### src/rtl/hhc_pkg.sv
// Shared constants and pure helper functions for the hybrid Hamming codec:
// data interleave, Hamming(7,4) encode and codeword/stream bit interleave.
package hhc_pkg;

  localparam int DATA_W = 44;
  localparam int CW_N   = 15;
  localparam int CW_W   = 7;
  localparam int ENC_W  = 105;
  localparam int NIB_N  = 11;
  localparam int GRP_N  = 4;

  // Codeword bit order is position-1: p1 p2 d0 p3 d1 d2 d3
  function automatic logic [CW_W-1:0] ham74_enc(input logic [3:0] d);
    logic [CW_W-1:0] cw;
    cw[0] = d[0] ^ d[1] ^ d[3];
    cw[1] = d[0] ^ d[2] ^ d[3];
    cw[2] = d[0];
    cw[3] = d[1] ^ d[2] ^ d[3];
    cw[4] = d[1];
    cw[5] = d[2];
    cw[6] = d[3];
    return cw;
  endfunction

  function automatic logic [DATA_W-1:0] data_interleave(input logic [DATA_W-1:0] d);
    logic [DATA_W-1:0] il;
    il = '0;
    for (int c = 0; c < NIB_N; c++)
      for (int k = 0; k < 4; k++)
        il[4*c+k] = d[NIB_N*k+c];
    return il;
  endfunction

  function automatic logic [DATA_W-1:0] data_deinterleave(input logic [DATA_W-1:0] il);
    logic [DATA_W-1:0] d;
    d = '0;
    for (int c = 0; c < NIB_N; c++)
      for (int k = 0; k < 4; k++)
        d[NIB_N*k+c] = il[4*c+k];
    return d;
  endfunction

  // cw_flat holds codeword j at bits [CW_W*j +: CW_W]
  function automatic logic [ENC_W-1:0] stream_map(input logic [ENC_W-1:0] cw_flat);
    logic [ENC_W-1:0] s;
    s = '0;
    for (int i = 0; i < ENC_W; i++)
      s[i] = cw_flat[CW_W*(i%CW_N) + i/CW_N];
    return s;
  endfunction

  function automatic logic [ENC_W-1:0] stream_unmap(input logic [ENC_W-1:0] s);
    logic [ENC_W-1:0] cw_flat;
    cw_flat = '0;
    for (int i = 0; i < ENC_W; i++)
      cw_flat[CW_W*(i%CW_N) + i/CW_N] = s[i];
    return cw_flat;
  endfunction

endpackage

### src/rtl/hybrid_hamming_codec_dec.sv
// Single Hamming(7,4) codeword corrector: fixes one bit error, returns the
// data nibble and whether the syndrome was nonzero.
module hamming74_dec
  import hhc_pkg::*;
(
  input  logic [CW_W-1:0] cw,
  output logic [3:0]      data,
  output logic            err
);

  logic [2:0]      syn;
  logic [CW_W-1:0] flip;
  logic [CW_W-1:0] fixed;

  always_comb begin
    syn[0] = cw[0] ^ cw[2] ^ cw[4] ^ cw[6];
    syn[1] = cw[1] ^ cw[2] ^ cw[5] ^ cw[6];
    syn[2] = cw[3] ^ cw[4] ^ cw[5] ^ cw[6];
    flip   = '0;
    if (syn != 3'd0)
      flip = CW_W'(1) << (syn - 3'd1);
    fixed = cw ^ flip;
    data  = {fixed[6], fixed[5], fixed[4], fixed[2]};
    err   = |syn;
  end

endmodule

### src/rtl/hybrid_hamming_codec.sv
// Burst-tolerant 44-bit codec: independent 1-cycle encode and decode paths
// built from 15 bit-interleaved Hamming(7,4) codewords with group parity.
module hybrid_hamming_codec
  import hhc_pkg::*;
(
  input  logic              clk,
  input  logic              rst_n,
  input  logic              enc_valid,
  input  logic [DATA_W-1:0] enc_data,
  output logic              enc_out_valid,
  output logic [ENC_W-1:0]  enc_out,
  input  logic              dec_valid,
  input  logic [ENC_W-1:0]  dec_in,
  output logic              dec_out_valid,
  output logic [DATA_W-1:0] dec_data,
  output logic              dec_corrected,
  output logic              dec_uncorrectable
);

  // Group g collects data nibbles c with c mod 4 == g
  function automatic logic [4*GRP_N-1:0] grp_parity(input logic [DATA_W-1:0] nibs);
    logic [4*GRP_N-1:0] p;
    p = '0;
    for (int c = 0; c < NIB_N; c++)
      p[4*(c%GRP_N) +: 4] = p[4*(c%GRP_N) +: 4] ^ nibs[4*c +: 4];
    return p;
  endfunction

  logic [DATA_W-1:0]  enc_il;
  logic [4*CW_N-1:0]  enc_nib;
  logic [ENC_W-1:0]   enc_cw;
  logic [ENC_W-1:0]   rx_cw;
  logic [4*CW_N-1:0]  rx_nib;
  logic [CW_N-1:0]    syn_nz;
  logic               grp_bad;

  logic               enc_vld_p1;
  logic [ENC_W-1:0]   enc_word_p1;
  logic               dec_vld_p1;
  logic [DATA_W-1:0]  dec_data_p1;
  logic               dec_corr_p1;
  logic               dec_unc_p1;

  always_comb begin
    enc_il  = data_interleave(enc_data);
    enc_nib = {grp_parity(enc_il), enc_il};
    enc_cw  = '0;
    for (int j = 0; j < CW_N; j++)
      enc_cw[CW_W*j +: CW_W] = ham74_enc(enc_nib[4*j +: 4]);
  end

  assign rx_cw = stream_unmap(dec_in);

  for (genvar j = 0; j < CW_N; j++) begin : g_dec
    hamming74_dec u_dec (
      .cw   (rx_cw[CW_W*j +: CW_W]),
      .data (rx_nib[4*j +: 4]),
      .err  (syn_nz[j])
    );
  end

  assign grp_bad = grp_parity(rx_nib[DATA_W-1:0]) != rx_nib[4*CW_N-1:DATA_W];

  // p0 -> p1: both paths register on their own valid; data holds when idle
  always_ff @(posedge clk or negedge rst_n) begin
    if (!rst_n) begin
      enc_vld_p1  <= 1'b0;
      enc_word_p1 <= '0;
      dec_vld_p1  <= 1'b0;
      dec_data_p1 <= '0;
      dec_corr_p1 <= 1'b0;
      dec_unc_p1  <= 1'b0;
    end else begin
      enc_vld_p1 <= enc_valid;
      dec_vld_p1 <= dec_valid;
      if (enc_valid)
        enc_word_p1 <= stream_map(enc_cw);
      if (dec_valid) begin
        dec_data_p1 <= data_deinterleave(rx_nib[DATA_W-1:0]);
        dec_corr_p1 <= |syn_nz;
        dec_unc_p1  <= grp_bad;
      end
    end
  end

  assign enc_out_valid     = enc_vld_p1;
  assign enc_out           = enc_word_p1;
  assign dec_out_valid     = dec_vld_p1;
  assign dec_data          = dec_data_p1;
  assign dec_corrected     = dec_corr_p1;
  assign dec_uncorrectable = dec_unc_p1;

endmodule

### config.mk
export PLATFORM = sky130hd
export DESIGN_NAME = hybrid_hamming_codec
export DESIGN_NICKNAME = d
export VERILOG_FILES = /design/src/rtl/hhc_pkg.sv /design/src/rtl/hybrid_hamming_codec_dec.sv /design/src/rtl/hybrid_hamming_codec.sv
export SDC_FILE = /design/constraint.sdc
export NUM_CORES = 1
export LEC_CHECK = 0
export ABC_AREA = 1
export BUFFER_PORTS_ARGS = -buffer_cell sky130_fd_sc_hd__buf_4
export CORE_ASPECT_RATIO = 0.9
export CORE_MARGIN = 4
export CORE_UTILIZATION = 40
export DETAILED_ROUTE_END_ITERATION = 10
export GPL_ROUTABILITY_DRIVEN = 0
export GPL_TIMING_DRIVEN = 0
export PLACE_DENSITY = 0.68
export SYNTH_ARGS = -nofsm -noshare
export SYNTH_HDL_FRONTEND = slang
export SYNTH_HIERARCHICAL = 1
export SYNTH_SLANG_ARGS = --single-unit
### constraint.sdc
create_clock -name clk -period 1.6 [get_ports clk]
set_input_delay 0.48 -clock clk [delete_from_list [all_inputs] [get_ports clk]]
set_output_delay 0.48 -clock clk [all_outputs]
set_load 0.02 [all_outputs]
==> results of run 1 <==
[placed cells by master, fill, tap and decap left out, types with 33 or more instances in the layout]
master,synthesis,routed
sky130_fd_sc_hd__nand2_2,105,220
sky130_fd_sc_hd__nor2_4,15,65
sky130_fd_sc_hd__o211ai_1,33,33
sky130_fd_sc_hd__nand2_4,60,117
sky130_fd_sc_hd__nand4_1,33,33
sky130_fd_sc_hd__inv_2,46,65
sky130_fd_sc_hd__nand3_1,146,114
sky130_fd_sc_hd__buf_6,0,46
sky130_fd_sc_hd__inv_1,196,125
sky130_fd_sc_hd__xor2_1,55,39
sky130_fd_sc_hd__dfrtp_1,153,153
sky130_fd_sc_hd__nor2_1,90,35
sky130_fd_sc_hd__nand2_1,764,579
sky130_fd_sc_hd__buf_4,0,370
[synth_stat cells (33+ instances only)]
cell	count	area, µm²
sky130_fd_sc_hd__xor2_1	55	481.7
sky130_fd_sc_hd__nand2_2	105	656.9
sky130_fd_sc_hd__inv_1	196	735.7
sky130_fd_sc_hd__nor2_1	90	337.8
sky130_fd_sc_hd__nand2_1	764	2868
sky130_fd_sc_hd__xnor2_1	33	289.0
sky130_fd_sc_hd__dfrtp_1	153	3829
sky130_fd_sc_hd__inv_2	46	172.7
sky130_fd_sc_hd__o211ai_1	33	247.7
sky130_fd_sc_hd__nand4_1	33	206.5
sky130_fd_sc_hd__o21ai_0	33	165.2
sky130_fd_sc_hd__nand2_4	60	675.7
sky130_fd_sc_hd__nand3_1	146	730.7
[stage by stage]
step	setup slack, ns	TNS, ns	total power, mW	hold slack, ns	cell area (µm²)
after floorplan	-0.7496	-9.420	8.890	0.1844	13180
after global placement	-1.239	-154.01	11.10	0.4549	15980
after detailed placement	-1.299	-39.48	11.28	0.3867	16020
after CTS	-0.6542	-1.109	16.36	0.1445	18340
after global routing	-0.8147	-4.113	18.43	0.1329	20120
final	-0.6926	-2.189	17.48	0.1579	20120
[registers in the layout, summed over array words and instances (netlist names)]
signal and count:
dec_corrected 1, dec_data 44, dec_out_valid 1, dec_uncorrectable 1, enc_out 105, enc_out_valid 1
[power by group]
group          switching [mW]  leakage [nW]  internal [mW]
clock network            1.96         0.290           2.24
logic                    4.95          8.27           3.65
registers               0.318          1.86           4.37
total                    7.22          10.4           10.3
[critical path: stages]
cell                       delay (ns)
sky130_fd_sc_hd__buf_12          0.12
sky130_fd_sc_hd__clkinv_4        0.04
sky130_fd_sc_hd__nand2_2         0.04
sky130_fd_sc_hd__nand2_2         0.08
sky130_fd_sc_hd__inv_2           0.04
sky130_fd_sc_hd__nand2_2         0.06
sky130_fd_sc_hd__nand2_4         0.06
sky130_fd_sc_hd__nor2_4          0.14
sky130_fd_sc_hd__ha_4            0.23
sky130_fd_sc_hd__nor2_4          0.18
sky130_fd_sc_hd__nand3_2         0.11
sky130_fd_sc_hd__o21bai_1        0.18
sky130_fd_sc_hd__nand2_2         0.09
sky130_fd_sc_hd__inv_2           0.07
sky130_fd_sc_hd__nand2_1         0.05
sky130_fd_sc_hd__nand2_2         0.09
sky130_fd_sc_hd__nor2_1          0.05
sky130_fd_sc_hd__nor2_1          0.10
sky130_fd_sc_hd__nand2_1         0.09
sky130_fd_sc_hd__nor2_4          0.11
sky130_fd_sc_hd__nand3_2         0.06
sky130_fd_sc_hd__nor2_1          0.09
sky130_fd_sc_hd__nor2_1          0.05
[layer usage]
layer  routed length, µm  global-route usage (%)
met4                1514                   7.674
met3                2618                   5.217
met5                   0                       0
met2               23330                   41.75
met1               18790                   31.66
[logic make-up after synthesis]
logic type                 after synthesis  share of synthesized area, %
DFF                                    153                         30.66
xor gates and xnor gates                99                         7.604
adders and majority gates               15                         1.503
AOI/OAI and AO/OA                       99                         5.000
buffers and inverters                  290                         8.867
and+or+nand+nor                       1236                         46.37
[final timing paths]
check	from	end	slack (ns)	cells past startpoint
max in group asynchronous	rst_n	enc_out[17]	0.15	3
worst min-delay path	enc_valid	enc_out_valid	0.16	1
worst max register to register	enc_out[7]	enc_out[7]	0.82	2
worst min register to register	enc_out[62]	enc_out[62]	0.48	2
min in group asynchronous	rst_n	dec_data[17]	0.50	2
worst max-delay path	dec_in[84]	dec_uncorrectable	-0.69	23
[layout make-up]
| class | instances | area (µm²) | share of cell area, % |
|---|---|---|---|
| Inverter | 257 | 1321 | 6.568 |
| Timing Repair Buffer | 452 | 3984 | 19.80 |
| Antenna cell | 2 | 5.005 | 0.02488 |
| Buffer | 33 | 142.6 | 0.7090 |
| Clock buffer | 17 | 425.4 | 2.115 |
| Clock inverter | 15 | 172.7 | 0.8583 |
| Multi-Input combinational cell | 1449 | 9726 | 48.35 |
| Sequential cell | 153 | 3829 | 19.03 |
| Tap cell | 409 | 511.7 | 2.544 |
[repair_timing]
action,CTS,global route
pin swaps,189,227
hold endpoints to repair,40,0
hold buffers,1,0
setup buffers,94,56
resized for setup,246,347
setup endpoints to repair,45,44
==> out/summary.json, run 1 <==
{
  "nature_of_the_critical_path_endpoint": {"value": "flop"},
  "critical_path_peak_fanout": {"value": 4},
  "max-clock-path-buffers": {"value": 2},
  "io_buffers": {"value": 305},
  "timing.final.crit_period": {"value": 2.293, "unit": "ns"},
  "synthToLayoutAreaGrowth": {"value": 61.09, "unit": "%"},
  "grt_pass1_vias": {"value": 13273},
  "start_util": {"value": 40.50, "unit": "%"},
  "chipWidth": {"value": 194.3, "unit": "µm"},
  "place.detailed.hpwl": {"value": 32710, "unit": "µm"},
  "synth_enable_flop_cells": {"value": 0},
  "route.final.wire_length": {"value": 46260, "unit": "µm"},
  "utilization": {"value": 65.24, "unit": "%"},
  "gr-total-overflow": {"value": 0},
  "violations": {"value": "setup timing"},
  "vias": {"value": 14032},
  "chipHeight": {"value": 175.6, "unit": "µm"},
  "count_of_final_max_slew_check_failures": {"value": 0},
  "finalHoldViolCount": {"value": 0},
  "synthArstFlopShare": {"value": 100.0, "unit": "%"},
  "timing.clock.skew": {"value": 0, "unit": "ns"},
  "numPlacedInstances": {"value": 2607},
  "postSynthAreaPerCell": {"value": 6.601, "unit": "µm²"},
  "pin_count_of_the_biggest_net_entering_global_routing": {"value": 114},
  "tritoncts.num_buffers": {"value": 17},
  "wire_length_of_the_first_global_routing_pass": {"value": 68340, "unit": "µm"},
  "worst_skew_pair.late_latency": {"value": 0.43, "unit": "ns"},
  "clk_pin_slew_worst_paths": {"value": 0.08, "unit": "ns"},
  "layoutNonFillerInstCount": {"value": 2787},
  "timing_worst_slew_pin_value": {"value": 0.8165, "unit": "ns"},
  "fmax": {"value": 436.2, "unit": "MHz"},
  "critPathLaunchType": {"value": "input port"},
  "mappedNetlistNets": {"value": 2060},
  "drive_above_1_share": {"value": 49.37, "unit": "%"},
  "fp.dieArea": {"value": 0.03412, "unit": "mm²"},
  "synth.lib_cells_used.distinct": {"value": 30},
  "ys_seq_area_share": {"value": 30.66, "unit": "%"},
  "cap_viol_max_count": {"value": 0},
  "synth.ff_latch_count": {"value": 153},
  "cts_tree": {"value": "built"},
  "grt_setup_unrepaired": {"value": "yes"},
  "post-route-period-util": {"value": 143.3, "unit": "%"},
  "cellPowerDensity": {"value": 868.9, "unit": "mW/mm²"},
  "drt-initial-drc-count": {"value": 826},
  "hold_path.class": {"value": "input port to flop"},
  "path_class": {"value": "input port to flop"},
  "yosys_warnings": {"value": 6},
  "num_io_pins": {"value": 306},
  "critPathArrivalTime": {"value": 2.62, "unit": "ns"},
  "cts_root_buf": {"value": "sky130_fd_sc_hd__clkbuf_16"},
  "synthesis.area": {"value": 0.01249, "unit": "mm²"},
  "netlist_instances": {"value": 1892},
  "worst-endpoint-required": {"value": 1.93, "unit": "ns"},
  "detail_route.first_pass.iterations": {"value": 6},
  "ir_worst_vdd": {"value": 0.5585, "unit": "mV"},
  "detail_route.wl_per_cell": {"value": 16.60, "unit": "µm"},
  "setup_ws": {"value": -0.6926, "unit": "ns"},
  "placement_rows": {"value": 61},
  "grt_usage": {"value": 24.60, "unit": "%"},
  "slew_headroom": {"value": 45.57, "unit": "%"},
  "drc": {"value": 0},
  "design.final.nets": {"value": 2531},
  "ctsHtreeMaxLevel": {"value": 4},
  "status": {"value": "finished with violations"},
  "ys.flop_type": {"value": "sky130_fd_sc_hd__dfrtp_1"},
  "avgViaCountPerCell": {"value": 5.035},
  "setup_viol": {"value": 22},
  "antenna_violating_nets_post_route": {"value": 0},
  "fillers": {"value": 2486},
  "p_leak": {"value": 10.42, "unit": "nW"},
  "antenna_found_initial": {"value": 2},
  "cts_num_sinks": {"value": 153},
  "floorplan.core_area": {"value": 0.03083, "unit": "mm²"}
}
No activity file was read; power rests on OpenSTA's default activity.
==> run 2: changes to the inputs <==
--- a/config.mk
+++ b/config.mk
@@ -6,7 +6,7 @@
 export NUM_CORES = 1
 export LEC_CHECK = 0
 export ABC_AREA = 1
-export BUFFER_PORTS_ARGS = -buffer_cell sky130_fd_sc_hd__buf_4
+export BUFFER_PORTS_ARGS = -buffer_cell sky130_fd_sc_hd__buf_2
 export CORE_ASPECT_RATIO = 0.9
 export CORE_MARGIN = 4
 export CORE_UTILIZATION = 40
==> out/summary.json, run 2 (synthesized netlist as in run 1, its figures left out) <==
{
  "design.final.nets": {"value": 2536, "change": "+0.20%"},
  "timing.final.crit_period": {"value": 2.318, "unit": "ns", "change": "+0.02563 ns"},
  "grt_setup_unrepaired": {"value": "yes"},
  "worst_r2r_start": {"value": "enc_out[7]"},
  "ff2ff_path_depth": {"value": 2, "change": "unchanged"},
  "floorplan.core_area": {"value": 0.03083, "unit": "mm²", "change": "unchanged"},
  "wire_length_of_the_first_global_routing_pass": {"value": 68820, "unit": "µm", "change": "+0.71%"},
  "gr-total-overflow": {"value": 0, "change": "unchanged"},
  "tritoncts.num_buffers": {"value": 17, "change": "unchanged"},
  "clk_pin_slew_worst_paths": {"value": 0.07, "unit": "ns", "change": "about the same"},
  "place.detailed.hpwl": {"value": 31680, "unit": "µm", "change": "-3.1%"},
  "cellPowerDensity": {"value": 875.2, "unit": "mW/mm²", "change": "+0.73%"},
  "antenna_found_initial": {"value": 2, "change": "unchanged"},
  "min_to": {"value": "enc_out_valid"},
  "cap_viol_max_count": {"value": 0, "change": "unchanged"},
  "worst-endpoint-required": {"value": 1.91, "unit": "ns", "change": "-0.02 ns"},
  "fp.dieArea": {"value": 0.03412, "unit": "mm²", "change": "unchanged"},
  "layout_commonest_cell": {"value": "sky130_fd_sc_hd__nand2_1"},
  "cts_tree": {"value": "built"},
  "timing.clock.skew": {"value": 0, "unit": "ns", "change": "unchanged"},
  "cts_root_buf": {"value": "sky130_fd_sc_hd__clkbuf_16"},
  "avgViaCountPerCell": {"value": 5.041, "change": "+0.12%"},
  "grt_usage": {"value": 24.48, "unit": "%", "change": "-0.12 points"},
  "detail_route.first_pass.iterations": {"value": 6, "change": "unchanged"},
  "cts_num_sinks": {"value": 153, "change": "unchanged"},
  "chipWidth": {"value": 194.3, "unit": "µm", "change": "unchanged"},
  "r2r_setup_slack": {"value": 0.80, "unit": "ns", "change": "-0.02 ns"},
  "synthToLayoutAreaGrowth": {"value": 56.23, "unit": "%"},
  "start_util": {"value": 40.50, "unit": "%", "change": "unchanged"},
  "post-route-period-util": {"value": 144.9, "unit": "%", "change": "+1.6 points"},
  "fmax": {"value": 431.4, "unit": "MHz", "change": "-1.1%"},
  "ctsHtreeMaxLevel": {"value": 4, "change": "unchanged"},
  "num_io_pins": {"value": 306, "change": "unchanged"},
  "detail_route.wl_per_cell": {"value": 16.27, "unit": "µm", "change": "-2.0%"},
  "violations": {"value": "setup timing"},
  "chipHeight": {"value": 175.6, "unit": "µm", "change": "unchanged"},
  "hold_path.class": {"value": "input port to flop"},
  "io_buffers": {"value": 305, "change": "unchanged"},
  "pin_count_of_the_biggest_net_entering_global_routing": {"value": 110, "change": "-3.5%"},
  "vias": {"value": 14074, "change": "+0.30%"},
  "setup_ws": {"value": -0.7182, "unit": "ns", "change": "-0.02563 ns"},
  "utilization": {"value": 63.27, "unit": "%", "change": "-2.0 points"},
  "max-clock-path-buffers": {"value": 2, "change": "unchanged"},
  "antenna_violating_nets_post_route": {"value": 0, "change": "unchanged"},
  "global_route_track_usage_on_met1": {"value": 31.96, "unit": "%", "change": "+0.31 points"},
  "timing.hold.worst.start": {"value": "enc_valid"},
  "p_leak": {"value": 10.25, "unit": "nW", "change": "-1.6%"},
  "critical_path_peak_fanout": {"value": 6, "change": "+2"},
  "critPathArrivalTime": {"value": 2.63, "unit": "ns", "change": "about the same"},
  "drive_above_1_share": {"value": 49.85, "unit": "%", "change": "+0.48 points"},
  "dp_slack": {"value": -1.315, "unit": "ns", "change": "-0.01658 ns"},
  "drt-initial-drc-count": {"value": 775, "change": "-6.2%"},
  "nature_of_the_critical_path_endpoint": {"value": "flop"},
  "path_class": {"value": "input port to flop"},
  "grt.busiest_layer": {"value": "met2"},
  "placement_rows": {"value": 61, "change": "unchanged"},
  "worst_skew_pair.late_latency": {"value": 0.42, "unit": "ns", "change": "about the same"},
  "fin_total_pwr": {"value": 17.08, "unit": "mW", "change": "-2.3%"},
  "grt.met2_usage": {"value": 41.67, "unit": "%", "change": "-0.087 points"},
  "critPathLaunchType": {"value": "input port"},
  "timing_worst_slew_pin_value": {"value": 0.8013, "unit": "ns", "change": "-0.01517 ns"},
  "worst_r2r_end": {"value": "enc_out[7]"},
  "final_cell_mix": {"value": "sky130_fd_sc_hd__nand2_1 (572), sky130_fd_sc_hd__buf_2 (244), sky130_fd_sc_hd__nand2_2 (224), sky130_fd_sc_hd__dfrtp_1 (153), sky130_fd_sc_hd__buf_4 (151)"},
  "grt_pass1_vias": {"value": 13411, "change": "+1.0%"},
  "slew_headroom": {"value": 46.58, "unit": "%", "change": "+1.0 points"},
  "largest_reg_flops": {"value": 105, "change": "unchanged"},
  "grtUsageMet3": {"value": 4.469, "unit": "%", "change": "-0.75 points"},
  "finalHoldViolCount": {"value": 0, "change": "unchanged"},
  "setup_viol": {"value": 20, "change": "-9.1%"},
  "drc": {"value": 0, "change": "unchanged"},
  "count_of_final_max_slew_check_failures": {"value": 0, "change": "unchanged"},
  "route.final.wire_length": {"value": 45430, "unit": "µm", "change": "-1.8%"},
  "hold_depth": {"value": 1, "change": "unchanged"},
  "status": {"value": "finished with violations"},
  "ir_worst_vdd": {"value": 0.6995, "unit": "mV", "change": "+25%"}
}
[run 2: cell count changes in the layout (fill, tap and decap cells not counted), sizes merged]
cell    delta
bufinv     +1
clkbuf     +2
clkinv     -3
inv        +1
buf        +4
[run 2: where the power goes]
group / switching, mW / internal [mW]
logic: 4.89 / 3.25
clock network: 1.86 / 2.41
registers: 0.293 / 4.37
[run 2: worst max path at each step]
stage | depth (start not counted) | slack, ns | startpoint | end
after floorplan | 20 | -0.75 | dec_in[71] | dec_uncorrectable
after global placement | 1 | -2.35 | rst_n | enc_out[33]
after detailed placement | 22 | -1.32 | dec_in[31] | dec_uncorrectable
after CTS | 22 | -0.63 | dec_in[42] | dec_uncorrectable
after global routing | 22 | -0.86 | dec_in[35] | dec_uncorrectable
final | 23 | -0.72 | dec_in[35] | dec_uncorrectable
[run 2: metal layers]
| metal | wire [µm] | vias up |
|---|---|---|
| li1 | - | 6794 |
| met1 | 18850 | 6741 |
| met2 | 22350 | 433 |
| met3 | 2580 | 104 |
| met4 | 1635 | 2 |
| met5 | 13 | - |
[run 2: cell type report]
cell class                      instances  area (µm²)
Fill cell                            2542       11320
Multi-Input combinational cell       1449        9733
Sequential cell                       153        3829
Timing Repair Buffer                  457        3421
Inverter                              257        1256
Tap cell                              409       511.7
Clock buffer                           18       439.2
Clock inverter                         14       172.7
Buffer                                 33       142.6
Antenna cell                            2       5.005
[run 2: critical path, stage by stage]
cell and delay [ns]:
sky130_fd_sc_hd__buf_12 0.12, sky130_fd_sc_hd__inv_2 0.08, sky130_fd_sc_hd__nand2_1 0.09, sky130_fd_sc_hd__nand2_2 0.12, sky130_fd_sc_hd__nand2_4 0.06, sky130_fd_sc_hd__nand2_4 0.07, sky130_fd_sc_hd__nor2_4 0.04, sky130_fd_sc_hd__ha_4 0.24
sky130_fd_sc_hd__nor2_4 0.17, sky130_fd_sc_hd__buf_6 0.12, sky130_fd_sc_hd__nand4_1 0.10, sky130_fd_sc_hd__nand2_2 0.14, sky130_fd_sc_hd__inv_2 0.07, sky130_fd_sc_hd__nand2_2 0.07, sky130_fd_sc_hd__nand2_2 0.05, sky130_fd_sc_hd__nand2_1 0.05
sky130_fd_sc_hd__nand2_1 0.05, sky130_fd_sc_hd__inv_1 0.04, sky130_fd_sc_hd__nand2_1 0.05, sky130_fd_sc_hd__nor2_2 0.17, sky130_fd_sc_hd__nand3_1 0.09, sky130_fd_sc_hd__nor2_1 0.10, sky130_fd_sc_hd__nor2_1 0.04
[run 2: timing repair]
| item | in CTS | in global routing |
|---|---|---|
| hold buffers | 1 | 0 |
| endpoints found under the hold margin | 44 | 0 |
| setup buffers | 114 | 40 |
| resized for setup | 326 | 325 |
| pin swaps | 214 | 195 |
| endpoints found under the setup margin | 46 | 43 |
[run 2: per-stage QoR]
step           TNS [ns]  hold slack, ns  cell area [µm²]  cells
2_1_floorplan    -9.420          0.1844            13180   1892
3_3_place_gp    -391.39          0.4485            15220   2606
3_5_place_dp     -39.58          0.3997            15260   2607
4_1_cts         -0.9662          0.1668            17990   2753
5_1_grt          -3.957          0.1603            19510   2791
6_report         -1.804          0.1870            19510   2792
